`config.mk`:
```
export PLATFORM = sky130hd
export DESIGN_NAME = fetch_ctrl
export DESIGN_NICKNAME = d
export VERILOG_FILES = /design/src/rtl/fetch_ctrl.sv
export SDC_FILE = /design/constraint.sdc
export NUM_CORES = 1
export LEC_CHECK = 0
export BUFFER_PORTS_ARGS = -buffer_cell sky130_fd_sc_hd__buf_2
export CORE_ASPECT_RATIO = 1.5
export CORE_MARGIN = 2
export CORE_UTILIZATION = 55
export DETAILED_ROUTE_END_ITERATION = 12
export HOLD_SLACK_MARGIN = 0.05
export PLACE_DENSITY = 0.86
export REMOVE_ABC_BUFFERS = 1
export SYNTH_ARGS = -nofsm -noshare
export SYNTH_HDL_FRONTEND = slang
export SYNTH_SLANG_ARGS = --single-unit
```
`constraint.sdc`:
```
create_clock -name Clk -period 7 [get_ports Clk]
set_input_delay 0.35 -clock Clk [delete_from_list [all_inputs] [get_ports Clk]]
set_output_delay 0.35 -clock Clk [all_outputs]
set_load 0.005 [all_outputs]
```
`src/rtl/fetch_ctrl.sv`:
```
// Instruction-fetch control around the PC register: next-PC, imem requests,
// tag queue for in-flight PCs, 2-entry decode queue, redirect/drop, halt.
// Ports: Clk/Rst; PcOutput in, PcInput out; Imem* request/response;
// Instr*/InstrReady decode handshake; BranchTaken/BranchTarget; Halt.
module fetch_ctrl #(
  parameter logic [15:0] RESET_PC = 16'h0000,
  parameter logic [15:0] PC_STEP  = 16'h0001,
  parameter int          DEPTH    = 2
) (
  input  logic        Clk,
  input  logic        Rst,
  input  logic [15:0] PcOutput,
  output logic [15:0] PcInput,
  output logic        ImemReqValid,
  input  logic        ImemReqReady,
  output logic [15:0] ImemAddr,
  input  logic        ImemRspValid,
  input  logic [15:0] ImemRspData,
  output logic        InstrValid,
  input  logic        InstrReady,
  output logic [15:0] Instr,
  output logic [15:0] InstrPc,
  input  logic        BranchTaken,
  input  logic [15:0] BranchTarget,
  input  logic        Halt
);

  localparam int AW = (DEPTH > 1) ? $clog2(DEPTH) : 1;
  localparam int CW = $clog2(DEPTH + 1);
  localparam logic [CW+1:0] LIMIT = (CW+2)'(DEPTH);

  typedef enum logic [1:0] {BOOT, RUN, HALTED} state_e;

  state_e        state_q, state_d;
  logic [CW-1:0] out_q, out_d;
  logic [CW-1:0] drop_q, drop_d;
  logic [CW-1:0] cnt_q, cnt_d;
  logic [15:0]   tag_q [DEPTH];
  logic [15:0]   tag_d [DEPTH];
  logic [AW-1:0] tag_wr_q, tag_wr_d;
  logic [AW-1:0] tag_rd_q, tag_rd_d;
  logic [15:0]   iq_data_q [DEPTH];
  logic [15:0]   iq_data_d [DEPTH];
  logic [15:0]   iq_pc_q [DEPTH];
  logic [15:0]   iq_pc_d [DEPTH];
  logic [AW-1:0] iq_wr_q, iq_wr_d;
  logic [AW-1:0] iq_rd_q, iq_rd_d;

  logic [CW+1:0] busy;
  logic          hs;
  logic          rsp_drop;
  logic          rsp_take;
  logic          iq_pop;

  function automatic logic [AW-1:0] nxt(input logic [AW-1:0] p);
    if (p == AW'(DEPTH - 1)) return '0;
    return p + AW'(1);
  endfunction

  assign ImemAddr = PcOutput;
  assign Instr    = iq_data_q[iq_rd_q];
  assign InstrPc  = iq_pc_q[iq_rd_q];

  always_comb begin
    state_d   = state_q;
    out_d     = out_q;
    drop_d    = drop_q;
    cnt_d     = cnt_q;
    tag_d     = tag_q;
    tag_wr_d  = tag_wr_q;
    tag_rd_d  = tag_rd_q;
    iq_data_d = iq_data_q;
    iq_pc_d   = iq_pc_q;
    iq_wr_d   = iq_wr_q;
    iq_rd_d   = iq_rd_q;

    // drop, outstanding and buffered all share the DEPTH budget
    busy = (CW+2)'(drop_q) + (CW+2)'(out_q) + (CW+2)'(cnt_q);
    ImemReqValid = (state_q == RUN) && (busy < LIMIT) && !BranchTaken;
    hs = ImemReqValid && ImemReqReady;
    InstrValid = (cnt_q != '0);
    // a response with nothing outstanding is stale (e.g. after reset)
    rsp_drop = ImemRspValid && (drop_q != '0);
    rsp_take = ImemRspValid && (drop_q == '0) && (out_q != '0);
    iq_pop = InstrValid && InstrReady && !BranchTaken;

    if (Rst) PcInput = RESET_PC;
    else if (BranchTaken) PcInput = BranchTarget;
    else if (state_q == BOOT) PcInput = RESET_PC;
    else if (hs) PcInput = PcOutput + PC_STEP;
    else PcInput = PcOutput;

    unique case (state_q)
      BOOT: state_d = RUN;
      RUN: if (Halt && !BranchTaken) state_d = HALTED;
      HALTED: if (BranchTaken) state_d = RUN;
      default: state_d = BOOT;
    endcase

    if (BranchTaken) begin
      // every in-flight response becomes a drop; one taken now is discarded
      drop_d   = drop_q - CW'(rsp_drop) + out_q - CW'(rsp_take);
      out_d    = '0;
      cnt_d    = '0;
      tag_wr_d = '0;
      tag_rd_d = '0;
      iq_wr_d  = '0;
      iq_rd_d  = '0;
    end else begin
      if (hs) begin
        tag_d[tag_wr_q] = PcOutput;
        tag_wr_d = nxt(tag_wr_q);
      end
      if (rsp_drop) drop_d = drop_q - CW'(1);
      if (rsp_take) begin
        iq_data_d[iq_wr_q] = ImemRspData;
        iq_pc_d[iq_wr_q]   = tag_q[tag_rd_q];
        iq_wr_d  = nxt(iq_wr_q);
        tag_rd_d = nxt(tag_rd_q);
      end
      if (iq_pop) iq_rd_d = nxt(iq_rd_q);
      out_d = out_q + CW'(hs) - CW'(rsp_take);
      cnt_d = cnt_q + CW'(rsp_take) - CW'(iq_pop);
    end
  end

  always_ff @(posedge Clk or posedge Rst) begin
    if (Rst) begin
      state_q   <= BOOT;
      out_q     <= '0;
      drop_q    <= '0;
      cnt_q     <= '0;
      tag_q     <= '{default: '0};
      tag_wr_q  <= '0;
      tag_rd_q  <= '0;
      iq_data_q <= '{default: '0};
      iq_pc_q   <= '{default: '0};
      iq_wr_q   <= '0;
      iq_rd_q   <= '0;
    end else begin
      state_q   <= state_d;
      out_q     <= out_d;
      drop_q    <= drop_d;
      cnt_q     <= cnt_d;
      tag_q     <= tag_d;
      tag_wr_q  <= tag_wr_d;
      tag_rd_q  <= tag_rd_d;
      iq_data_q <= iq_data_d;
      iq_pc_q   <= iq_pc_d;
      iq_wr_q   <= iq_wr_d;
      iq_rd_q   <= iq_rd_d;
    end
  end

endmodule

```
* Word-level counts from Yosys, hierarchy flattened
Cells that the tools add are included.
Word-level totals: register bits 108, input port bits 55, output and inout bits 66, word-level logic and storage cells 124
Operators by class: $add $sub $neg 15, order comparisons 7, equality and inequality tests 4, muxes and demuxes 55, bitwise operators 5, reductions and logical operators 24
Operators by type and width (count):
- two-way mux 16 bit | 15
- bitwise mux 32 bit | 3
- demux 16 bit (select 1 bit) | 2
- two-way mux 1 bit | 28
- adder 16 x 1 -> 16 bit (second input constant) | 1
- nonzero test 2 bit | 7
- two-way mux 2 bit | 6
- logical AND 1 bit | 11
- >= comparator 2 bit (second input constant) | 4
- inverter 1 -> 2 bit | 4
- subtractor 2 x 1 -> 2 bit | 4
- one-hot mux 2 bit (3 select lines) | 1
- AND reduction 2 bit | 3
- adder 1 bit (second input constant) | 4
- adder 2 x 1 -> 2 bit | 2
- adder 3 x 2 -> 4 bit | 1
- zero test 2 bit | 2
- < comparator 2 x 1 -> 1 bit (second input constant) | 2
- < comparator 4 x 2 -> 1 bit (second input constant) | 1
- adder 2 x 2 -> 3 bit | 1
- adder 2 bit | 1
- == test 2 x 1 -> 1 bit (second input constant) | 1
- == test 2 bit (second input constant) | 1
- inequality test 2 x 1 -> 1 bit (second input constant) | 1
- 4 further kinds | 4

* Longest topological paths before layout
depth in word-level cells 11, depth in mapped cells 13

* Least setup slack after synthesis
OpenSTA, ideal clock, no wires.
path type register to output, start reg out_q[1], end out PcInput[14], arrival 2.919 ns, required time 6.650 ns, path slack 3.731 ns, cell stages (with the launch flop) 9, path through dfrtp_1 > inv_1 > fa_1 > inv_1 > ha_1 > or4b_4 > or4_4 > or4_1 > nand3_1
Between the ends: cells in the longest elaborated chain, start to end 10
RTL lines:
- from (decl) | RTL line 35 | logic [CW-1:0] out_q, out_d;
- from (signal assigned) | RTL line 142 | out_q <= out_d;
- adder 2 x 2 -> 3 bit | RTL line 78 | busy = (CW+2)'(drop_q) + (CW+2)'(out_q) + (CW+2)'(cnt_q);
- adder 3 x 2 -> 4 bit | RTL line 78
- < comparator 4 x 2 -> 1 bit | RTL line 79 | ImemReqValid = (state_q == RUN) && (busy < LIMIT) && !BranchTaken;
- logical AND 1 bit (2 in series) | RTL line 79
- logical AND 1 bit | RTL line 80 | hs = ImemReqValid && ImemReqReady;
- two-way mux 16 bit | RTL line 90 | else if (hs) PcInput = PcOutput + PC_STEP;
- two-way mux 16 bit | RTL line 89 | else if (state_q == BOOT) PcInput = RESET_PC;
- two-way mux 16 bit | RTL line 88 | else if (BranchTaken) PcInput = BranchTarget;
- two-way mux 16 bit | RTL line 87 | if (Rst) PcInput = RESET_PC;
- to (decl) | RTL line 13 | output logic [15:0] PcInput,
Every way passes these cells.

* Worst setup path after layout
start reg out_q[1], end out PcInput[12]
The elaborated chain is that of the path after synthesis.

==> out/qor.txt <==
Placed Cells -> 685
grt ovf -> 0
wire per inst -> 17.13 µm
setup TNS -> 0 ns
total die area -> 10850 µm²
CP Max Fanout -> 5
Pleak -> 3.218 nW
Final Setup Violations -> 0
total length of routed wires -> 12.01 mm
ANT nets after route -> 0
Cell Area, Placed -> 6108 µm²
Synth async-reset ratio -> 100.0%
crit-path most repeated cell -> inv_1
post-synthesis sequential area ratio -> 49.06%
crit path launch type -> flop
Synth top area share -> 49.06%
Non-Filler Instances -> 701
max-cap viol count -> 0
Power Density -> 316.8 nW/µm²
final instance area -> 6444 µm²
synth top area cells -> dfrtp_1 49%, mux2_2 20%, mux2i_1 3.1%
Die Height -> 126.6 µm
CP max stage delay -> 0.84 ns
fin nets -> 648
worst path required time -> 6.65 ns
Initial DRC Count -> 187
Post-synth EDFFs -> 0
Post-route DRC -> 0
CTS Buffer Depth -> 2
largest area contributor in the netlist -> dfrtp_1
CP Cell Sequence -> inv_1 > fa_1 > inv_1 > ha_1 > or4b_4 > nor4_1 > nand4b_1 > nand3_1 > buf_2
Distinct cells, synth -> 40
Slowest-stage cell, CP -> nor4_1
Vias -> 4064
met2 WL post-DR -> 6.529 mm
Num CTS Buffers -> 9
Peak Freq -> 254.1 MHz
yosys synthesis warning count -> 0
clk slew on worst S/H paths -> 0.07 ns
Ant. Diodes -> 0
Die Width -> 85.72 µm
#FFs+latches synth -> 108
Layout area overhead -> 16.97%
core box area -> 9689 µm²
Cells after Synth -> 483
clock latency on the worst-skew pair -> 0.35 ns
CTS tree -> yes
cell row count -> 44
prevailing post-synth register cell -> dfrtp_1
unrepaired setup endpoints after global routing -> false
most frequent cells in the layout -> 120 x buf_2, 108 x dfrtp_1, 97 x mux2_2, 44 x nor2_1, 33 x a21oi_1
largest net degree at the start of global routing -> 74
clock sink count -> 108
H-tree levels -> 3
HP Class -> primary input to async pin
# IOs -> 121
status -> finished clean
Worst-Margin Slew -> 0.9707 ns
Max Slew Vio Count -> 0
Cell Area, Synth -> 5509 µm²
Clock Skews -> 0.007942 ns
worst path bufs/invs -> 3
layout cells sized above 1 -> 43.00%
Worst Setup End Kind -> output pin
Syn Area/Cell -> 11.41 µm²
Worst path top cell family by delay -> simple AND/OR/NAND/NOR gates
setup bufs post-CTS -> 0
met3 WL -> 480 µm
GPL Wtd Cong -> 0.8778
Final HPWL DP -> 8.633 mm
met1 WL -> 4.580 mm
post_cts resized -> 0
input/output buffers -> 120
hold_buf cts -> 0
Starting Density -> 56.86%
vias per std cell -> 5.797
most common cell after layout, fill and taps aside -> buf_2
first-pass GRT wire length -> 19.44 mm
Max-Slew Margin vs Limit -> 34.69%
min cycle time layout -> 3.935 ns
Final Cycle Share -> 56.22%
Final Hold Vio Count -> 0
peak supply drop -> 0.1775 mV
CP Class -> flop to output pin
Max Used Layer -> met4
global-route usage over all layers -> 22.91%
number of global-route vias before repair -> 4046
Worst EP arrival -> 3.59 ns
fin util -> 66.50%
Root Driver -> clkbuf_16
initial antenna violation count -> 0
TritonRoute pass-1 iters -> 4
## per-stage QoR
step,worst slack [ns],power [W],hold slack (ns)
floorplan,2.544,0.001278,0.4155
finish,3.065,0.002042,0.03097
global placement,3.535,0.001451,0.4050
detailed placement,3.459,0.001501,0.4254
CTS,3.099,0.002057,0.05272
global route,2.804,0.002158,0.07296
## cell usage after synthesis (2+ instances only)
master	instances
dfrtp_1	108
mux2_2	97
nor2_1	44
a21oi_1	33
clkbuf_1	23
nand3_1	20
buf_4	17
mux2i_1	17
nand2_1	17
inv_1	14
ha_1	9
o21ai_0	9
xnor2_1	9
a32oi_1	7
nor3_1	7
or4_1	6
xor2_1	6
nor2b_1	4
fa_1	3
nand2b_1	3
nand4_1	3
a21o_1	2
nand4b_1	2
nor3b_1	2
nor4_1	2
o211ai_1	2
or2_2	2
or3_1	2
or4b_4	2
## worst paths after layout
check	depth (start not counted)	to	slack (ns)	startpoint
worst max-delay path	9	PcInput[12]	3.06	out_q[1]$_DFF_PP0_
worst min register to register	1	drop_q[1]$_DFFE_PP0P_	0.49	drop_q[1]$_DFFE_PP0P_
worst max register to register	9	tag_q[16]$_DFFE_PP0P_	3.50	out_q[1]$_DFF_PP0_
min in group Clk	2	iq_data_q[22]$_DFFE_PP0P_	0.25	ImemRspData[6]
max in group asynchronous	3	tag_q[5]$_DFFE_PP0P_	5.69	Rst
worst min-delay path	2	state_q[1]$_DFFE_PP0P_	0.03	Rst
## state kept, by name, indices dropped and copies added, names as in the netlist, 2 cells and up
register,flops
cnt_q,2
iq_data_q,32
state_q,2
iq_pc_q,32
tag_q,32
out_q,2
drop_q,2
## where the power goes
group / leakage [nW] / total [W] / internal [W] / switching (W)
combinational: 1.62 / 0.000596 / 0.000326 / 0.000270
clock: 0.166 / 0.000554 / 0.000334 / 0.000220
sequential: 1.43 / 0.000891 / 0.000793 / 0.0000979
total: 3.22 / 0.00204 / 0.00145 / 0.000588
## layout make-up
type                       instances  area [µm²]
multi-input combinational        320        2546
sequential                       108        2703
inverter                          14       55.05
tap                              115       143.9
clock buffer                      11       252.7
timing repair buffer             128       660.6
clock inverter                     5       82.58
fill                             719        3246
## metal layers
layer | GRT usage (%) | up-vias
met3 | 2.472 | 31
met4 | 12.42 | 0
met5 | 0 | -
met2 | 40.76 | 129
li1 | - | 1890
met1 | 26.67 | 2014
## kinds of logic (layout without fill, tap and decap cells)
kind of cell,Yosys count,count (layout),share of synthesized area [%]
AO/OA/AOI/OAI,54,54,5.610
multiplexers,114,114,22.92
AND/OR/NAND/NOR,124,124,11.58
buffers and inverters,55,158,4.906
XOR/XNOR,16,16,2.794
flip-flops,108,108,49.06
adder cells (fa/ha/maj),12,12,3.134
Power figures use the tool's default switching activity.
